## config.mk

```make
export PLATFORM = sky130hd
export DESIGN_NAME = piso_tx_flat
export DESIGN_NICKNAME = d
export VERILOG_FILES = /design/src/rtl/piso_tx_if.sv /design/src/rtl/piso_tx.sv /design/src/flat_wrapper.sv
export SDC_FILE = /design/constraint.sdc
export NUM_CORES = 1
export LEC_CHECK = 0
export ABC_AREA = 0
export CAP_MARGIN = 20
export CORE_UTILIZATION = 50
export CTS_BUF_LIST = sky130_fd_sc_hd__clkbuf_8 sky130_fd_sc_hd__clkbuf_16
export DETAILED_ROUTE_END_ITERATION = 12
export MAX_ROUTING_LAYER = met4
export PLACE_DENSITY = 0.81
export SYNTH_ARGS = -nofsm -noshare
export SYNTH_HDL_FRONTEND = slang
export SYNTH_SLANG_ARGS = --single-unit
```

## constraint.sdc

```tcl
create_clock -name clk -period 4.2 [get_ports clk]
set_clock_uncertainty 0.15 [all_clocks]
set_input_delay 0.84 -clock clk [delete_from_list [all_inputs] [get_ports clk]]
set_output_delay 0.84 -clock clk [all_outputs]
set_load 0.02 [all_outputs]
```

## src/rtl/piso_tx_if.sv

```systemverilog
// Bundles the parallel-load request and serial-link outputs of piso_tx.
// The master drives DATA/LOAD; the slave (piso_tx) drives DOUT/VALID/BUSY/DONE.
interface piso_tx_if #(
  parameter int WIDTH = 8
);
  logic [WIDTH-1:0] DATA;
  logic             LOAD;
  logic             DOUT;
  logic             VALID;
  logic             BUSY;
  logic             DONE;

  modport master (
    output DATA,
    output LOAD,
    input  DOUT,
    input  VALID,
    input  BUSY,
    input  DONE
  );

  modport slave (
    input  DATA,
    input  LOAD,
    output DOUT,
    output VALID,
    output BUSY,
    output DONE
  );
endinterface

```

## src/rtl/piso_tx.sv

```systemverilog
// Parallel-in, serial-out transmitter: sends a WIDTH-bit word MSB-first, each bit held BIT_DIV cycles.
// Define PISO_TX_PARITY_EN to append an even-parity bit after bit 0.
module piso_tx #(
  parameter int WIDTH   = 8,
  parameter int BIT_DIV = 1
) (
  input  logic       clk,
  input  logic       rs,
  piso_tx_if.slave   bus
);

`ifdef PISO_TX_PARITY_EN
  localparam int N_BITS = WIDTH + 1;
`else
  localparam int N_BITS = WIDTH;
`endif
  localparam int CNT_W = (N_BITS > 1) ? $clog2(N_BITS) : 1;
  localparam int DIV_W = (BIT_DIV > 1) ? $clog2(BIT_DIV) : 1;

  typedef enum logic {
    IDLE,
    SHIFT
  } state_t;

  state_t             state_q, state_d;
  logic [WIDTH-1:0]   shreg_q, shreg_d;
  logic [CNT_W-1:0]   bit_cnt_q, bit_cnt_d;
  logic [DIV_W-1:0]   div_q, div_d;
  logic               dout_q, dout_d;
  logic               valid_q, valid_d;
  logic               busy_q, busy_d;
  logic               done_q, done_d;
`ifdef PISO_TX_PARITY_EN
  logic               parity_q, parity_d;
`endif

  always_comb begin
    state_d   = state_q;
    shreg_d   = shreg_q;
    bit_cnt_d = bit_cnt_q;
    div_d     = div_q;
    dout_d    = dout_q;
    valid_d   = valid_q;
    busy_d    = busy_q;
    done_d    = 1'b0;
`ifdef PISO_TX_PARITY_EN
    parity_d  = parity_q;
`endif

    case (state_q)
      IDLE: begin
        dout_d    = 1'b0;
        valid_d   = 1'b0;
        busy_d    = 1'b0;
        bit_cnt_d = '0;
        div_d     = '0;
        if (bus.LOAD) begin
          state_d  = SHIFT;
          shreg_d  = bus.DATA;
          dout_d   = bus.DATA[WIDTH-1];
          valid_d  = 1'b1;
          busy_d   = 1'b1;
`ifdef PISO_TX_PARITY_EN
          parity_d = ^bus.DATA;
`endif
        end
      end

      SHIFT: begin
        if (div_q == DIV_W'(BIT_DIV - 1)) begin
          div_d = '0;
          if (bit_cnt_q == CNT_W'(N_BITS - 1)) begin
            // Last bit finished: drop the link and pulse DONE on the same edge.
            state_d   = IDLE;
            bit_cnt_d = '0;
            dout_d    = 1'b0;
            valid_d   = 1'b0;
            busy_d    = 1'b0;
            done_d    = 1'b1;
          end else begin
            bit_cnt_d = bit_cnt_q + CNT_W'(1);
            shreg_d   = shreg_q << 1;
`ifdef PISO_TX_PARITY_EN
            if (bit_cnt_q == CNT_W'(WIDTH - 1)) begin
              dout_d = parity_q;
            end else begin
              dout_d = shreg_q[WIDTH-2];
            end
`else
            dout_d = shreg_q[WIDTH-2];
`endif
          end
        end else begin
          div_d = div_q + DIV_W'(1);
        end
      end

      default: begin
        state_d = IDLE;
      end
    endcase
  end

  always_ff @(posedge clk) begin
    if (rs) begin
      state_q   <= IDLE;
      shreg_q   <= '0;
      bit_cnt_q <= '0;
      div_q     <= '0;
      dout_q    <= 1'b0;
      valid_q   <= 1'b0;
      busy_q    <= 1'b0;
      done_q    <= 1'b0;
`ifdef PISO_TX_PARITY_EN
      parity_q  <= 1'b0;
`endif
    end else begin
      state_q   <= state_d;
      shreg_q   <= shreg_d;
      bit_cnt_q <= bit_cnt_d;
      div_q     <= div_d;
      dout_q    <= dout_d;
      valid_q   <= valid_d;
      busy_q    <= busy_d;
      done_q    <= done_d;
`ifdef PISO_TX_PARITY_EN
      parity_q  <= parity_d;
`endif
    end
  end

  assign bus.DOUT  = dout_q;
  assign bus.VALID = valid_q;
  assign bus.BUSY  = busy_q;
  assign bus.DONE  = done_q;

endmodule

```

## src/flat_wrapper.sv

```systemverilog
// flat-port wrapper written by rule: the top's interface ports become plain ports
module piso_tx_flat 
#(
  parameter int WIDTH   = 8,
  parameter int BIT_DIV = 1
)
  (clk, rs, bus_DATA, bus_LOAD, bus_DOUT, bus_VALID, bus_BUSY, bus_DONE);
  piso_tx_if #(.WIDTH(WIDTH)) bus_i ();
  input  logic clk;
  input  logic rs;
  input wire logic [$bits(bus_i.DATA)-1:0] bus_DATA;
  input wire logic [$bits(bus_i.LOAD)-1:0] bus_LOAD;
  output wire logic [$bits(bus_i.DOUT)-1:0] bus_DOUT;
  output wire logic [$bits(bus_i.VALID)-1:0] bus_VALID;
  output wire logic [$bits(bus_i.BUSY)-1:0] bus_BUSY;
  output wire logic [$bits(bus_i.DONE)-1:0] bus_DONE;
  assign bus_i.DATA = bus_DATA;
  assign bus_i.LOAD = bus_LOAD;
  assign bus_DOUT = bus_i.DOUT;
  assign bus_VALID = bus_i.VALID;
  assign bus_BUSY = bus_i.BUSY;
  assign bus_DONE = bus_i.DONE;
  piso_tx #(.WIDTH(WIDTH), .BIT_DIV(BIT_DIV)) u_core (.clk(clk), .rs(rs), .bus(bus_i));
endmodule
```

==> key figures <==
Outcome
  • Status: completed

Pwr
  • Comb power frac: 0.168
  • Int Pwr: 235 uW
  • Pwr dens: 381 nW/um^2
  • Lkg Pwr: about 0.32 nW
  • Overall power: roughly 310 uW
  • Flop pwr share: 0.487
  • Peak VDD IR: approximately 260 uV
  • Clk network pwr share: 0.345
  • Switching Power: between 70 and 80 uW
  • Net Sw Frac: 0.242

Yosys
  • Yosys warns: 0
  • Seq cells post-synth: 14
  • Syn Area/Cell: around 11 sq um
  • Post-synth top area share: 0.432
  • FFs w/ async S/R, synth: 0
  • Most frequent cell after synthesis: dfxtp_1
  • Top cells by area, synth: dfxtp_1, a211oi_2, mux2i_1, ha_1, nor3_1
  • Cell count after synthesis: a little under 60
  • Post-synthesis sequential area ratio: 0.432
  • Mapped cell area: ~650 sq um
  • Number of synthesized flops with an enable pin: 0
  • Syn Nets: 73
  • Synth top cells by count: dfxtp_1, a211oi_2, mux2i_1, nor3_1
  • Post-synth cell types: 22
  • Synth Flop Type: dfxtp_1
  • Post-synth top area cell: dfxtp_1

Global route
  • Global route total overflow: 0
  • Initial antenna violation count: 0
  • Largest net degree at the start of global routing: 15
  • Gr usage total: 0.209
  • First-pass GRT wire length: a little under 2000 um
  • Vias in the first global route: 436

Setup path
  • CP cell instances: clkdlybuf4s50_1
  • Worst Path Arrival: around 1200 ps
  • CP top delay family: buffers and inverters
  • Peak per-stage delay on the critical path: 620 ps
  • CP Launch Type: flop
  • R2R Path End: u_core.shreg_q[5]$_SDFFE_PP0P_
  • Critical-path cell with the highest stage delay: clkdlybuf4s50_1
  • Crit path max fanout: 3
  • R2R cell count: 3
  • Worst setup path class: flop to output pin
  • Buf/Inv on CP: 1
  • CP Capture Type: output pin
  • Critical Path RT: ~3200 ps
  • Reg2Reg Setup Slack: roughly 2600 ps
  • Worst r2r src: u_core.state_q$_SDFF_PP0_

CTS
  • Clock Latency Late Sink: about 240 ps
  • Clock buffer depth: 2
  • Clk sinks: 14
  • PostCTS Resize Cnt: 0
  • Root buffer cell: clkbuf_8
  • H-tree depth: 1
  • CTS tree: done
  • Number of buffers created by CTS: 3
  • CTS clock-pin slew for the worst setup and hold paths: about 60 ps
  • Post-cts hold buffer count: 0
  • Setup repair bufs after CTS: 0

Drt
  • Iteration-0 DRC count of the detailed router: 2
  • Vias: approximately 450
  • # DRC: 0
  • Post-DR vias/cell: 5.28
  • Post-DR wirelength/cell: around 13 um
  • Final wirelength: approximately 1100 um
  • DR pass1 iterations: 2
  • Routed Antenna Nets: 0

Timing
  • Fin. Hold Viols: 0
  • FMAX: 0.452 GHz
  • Worst-Margin Slew: just under 600 ps
  • Final Max Tran Viols: 0
  • Final hold slack: between 200 and 300 ps
  • Period utilization: 0.527
  • Setup TNS: 0 ps
  • Clock period minus worst slack: around 2200 ps
  • Worst rel slew slack: 0.614
  • Number of setup violations in the final report: 0
  • Setup ws final: 1990 ps
  • RSZ-0062 raised after global routing: false

Placement
  • Cell Area, Placed: 772 sq um
  • Post-Place Worst Slack: approximately 1800 ps
  • HPWL after DPL: 802 um
  • Number of port buffers: 14
  • Dpl cells: 82
  • RD Place Congestion: between 0.6 and 0.7

Floorplan
  • Initial Util: 0.562
  • Die width: roughly 38 um
  • I/O pin cnt: 15
  • Die Y: approximately 38 um
  • Core Rows: 12
  • Area of the core: roughly 1200 sq um
  • Die Area: ~1400 sq um

Final layout
  • Post-layout instance area: 813 sq um
  • Share of layout cells above drive strength 1: 0.155
  • Layout overhead on the synthesized area: 25.2%
  • Post-Route Utilization: 0.703
  • Ant. Diodes: 0
  • Filler instances: around 90
  • Fin nets: a little under 90
  • Final cell count without fillers: 85

Min path
  • Hold crit path type: flop to flop
  • HP Start: u_core.bit_cnt_q[0]$_SDFF_PP0_
  • Hold path endpoint: u_core.bit_cnt_q[0]$_SDFF_PP0_
  • WHS Path Cells: 1

Job
  • Max Cap Violations: 0
==> cell usage in the layout (no fill, tap or decap) <==
master           netlist  final
a211oi_2               6      6
a21oi_1                2      2
and2_1                 2      2
and3b_1                1      1
clkbuf_8               0      3
clkdlybuf4s50_1        0     14
dfxtp_1               14     14
ha_1                   3      3
inv_1                  1      1
mux2i_1                6      6
nand2_1                2      2
nand2b_1               1      1
nand2b_4               1      1
nand3b_1               2      2
nor2_1                 1      1
nor2b_1                3      3
nor2b_4                1      1
nor3_1                 6      6
nor3b_1                1      1
o32a_1                 1      1
==> registers in the layout, indices dropped and copies added (netlist names) <==
name	flops
u_core.bus.DONE	1
u_core.bus.VALID	1
u_core.bus.DOUT	1
u_core.bit_cnt_q	3
u_core.state_q	1
u_core.shreg_q	7
==> metal layers <==
| metal | global-route usage | share of wire |
|---|---|---|
| met4 | 0.0804 | 0 |
| met5 | - | 0 |
| met1 | 0.245 | 0.45 |
| met2 | 0.314 | 0.48 |
| met3 | 0.0930 | 0.063 |
==> cell families after synthesis <==
group,share of synthesized area
flip-flops,0.432
buffers and inverters,0.0597
adder cells (fa/ha/maj),0.0578
AO/OA/AOI/OAI,0.146
AND/OR/NAND/NOR,0.212
multiplexers,0.0925
==> power groups by stage <==
stage	sequential (mW)	combinational, mW	clock (mW)
after floorplan	0.151	0.0392	0
after global placement	0.153	0.0511	0
after detailed placement	0.154	0.0523	0
after CTS	0.151	0.0527	0.109
after global routing	0.153	0.0572	0.116
final	0.151	0.0519	0.107
==> layout make-up <==
type                            count  area, sq um  share of cell area
Multi-Input combinational cell     39          330               0.406
Sequential cell                    14          280               0.345
Timing Repair Buffer               14          140               0.172
Clock buffer                        3         41.3              0.0508
Tap cell                           14         17.5              0.0215
Inverter                            1         3.75             0.00462
==> worst max-delay path by stage <==
| stage | cells past startpoint | end | from |
|---|---|---|---|
| finish | 1 | bus_BUSY | u_core.bus.VALID$_SDFFE_PP0P_ |
| global route | 1 | bus_BUSY | u_core.bus.VALID$_SDFFE_PP0P_ |
| CTS | 1 | bus_BUSY | u_core.bus.VALID$_SDFFE_PP0P_ |
| detailed placement | 4 | u_core.shreg_q[5]$_SDFFE_PP0P_ | bus_LOAD |
| global placement | 4 | u_core.shreg_q[1]$_SDFFE_PP0P_ | bus_LOAD |
| floorplan | 4 | u_core.shreg_q[0]$_SDFFE_PP0P_ | bus_LOAD |
(Power assumes the default switching activity.)
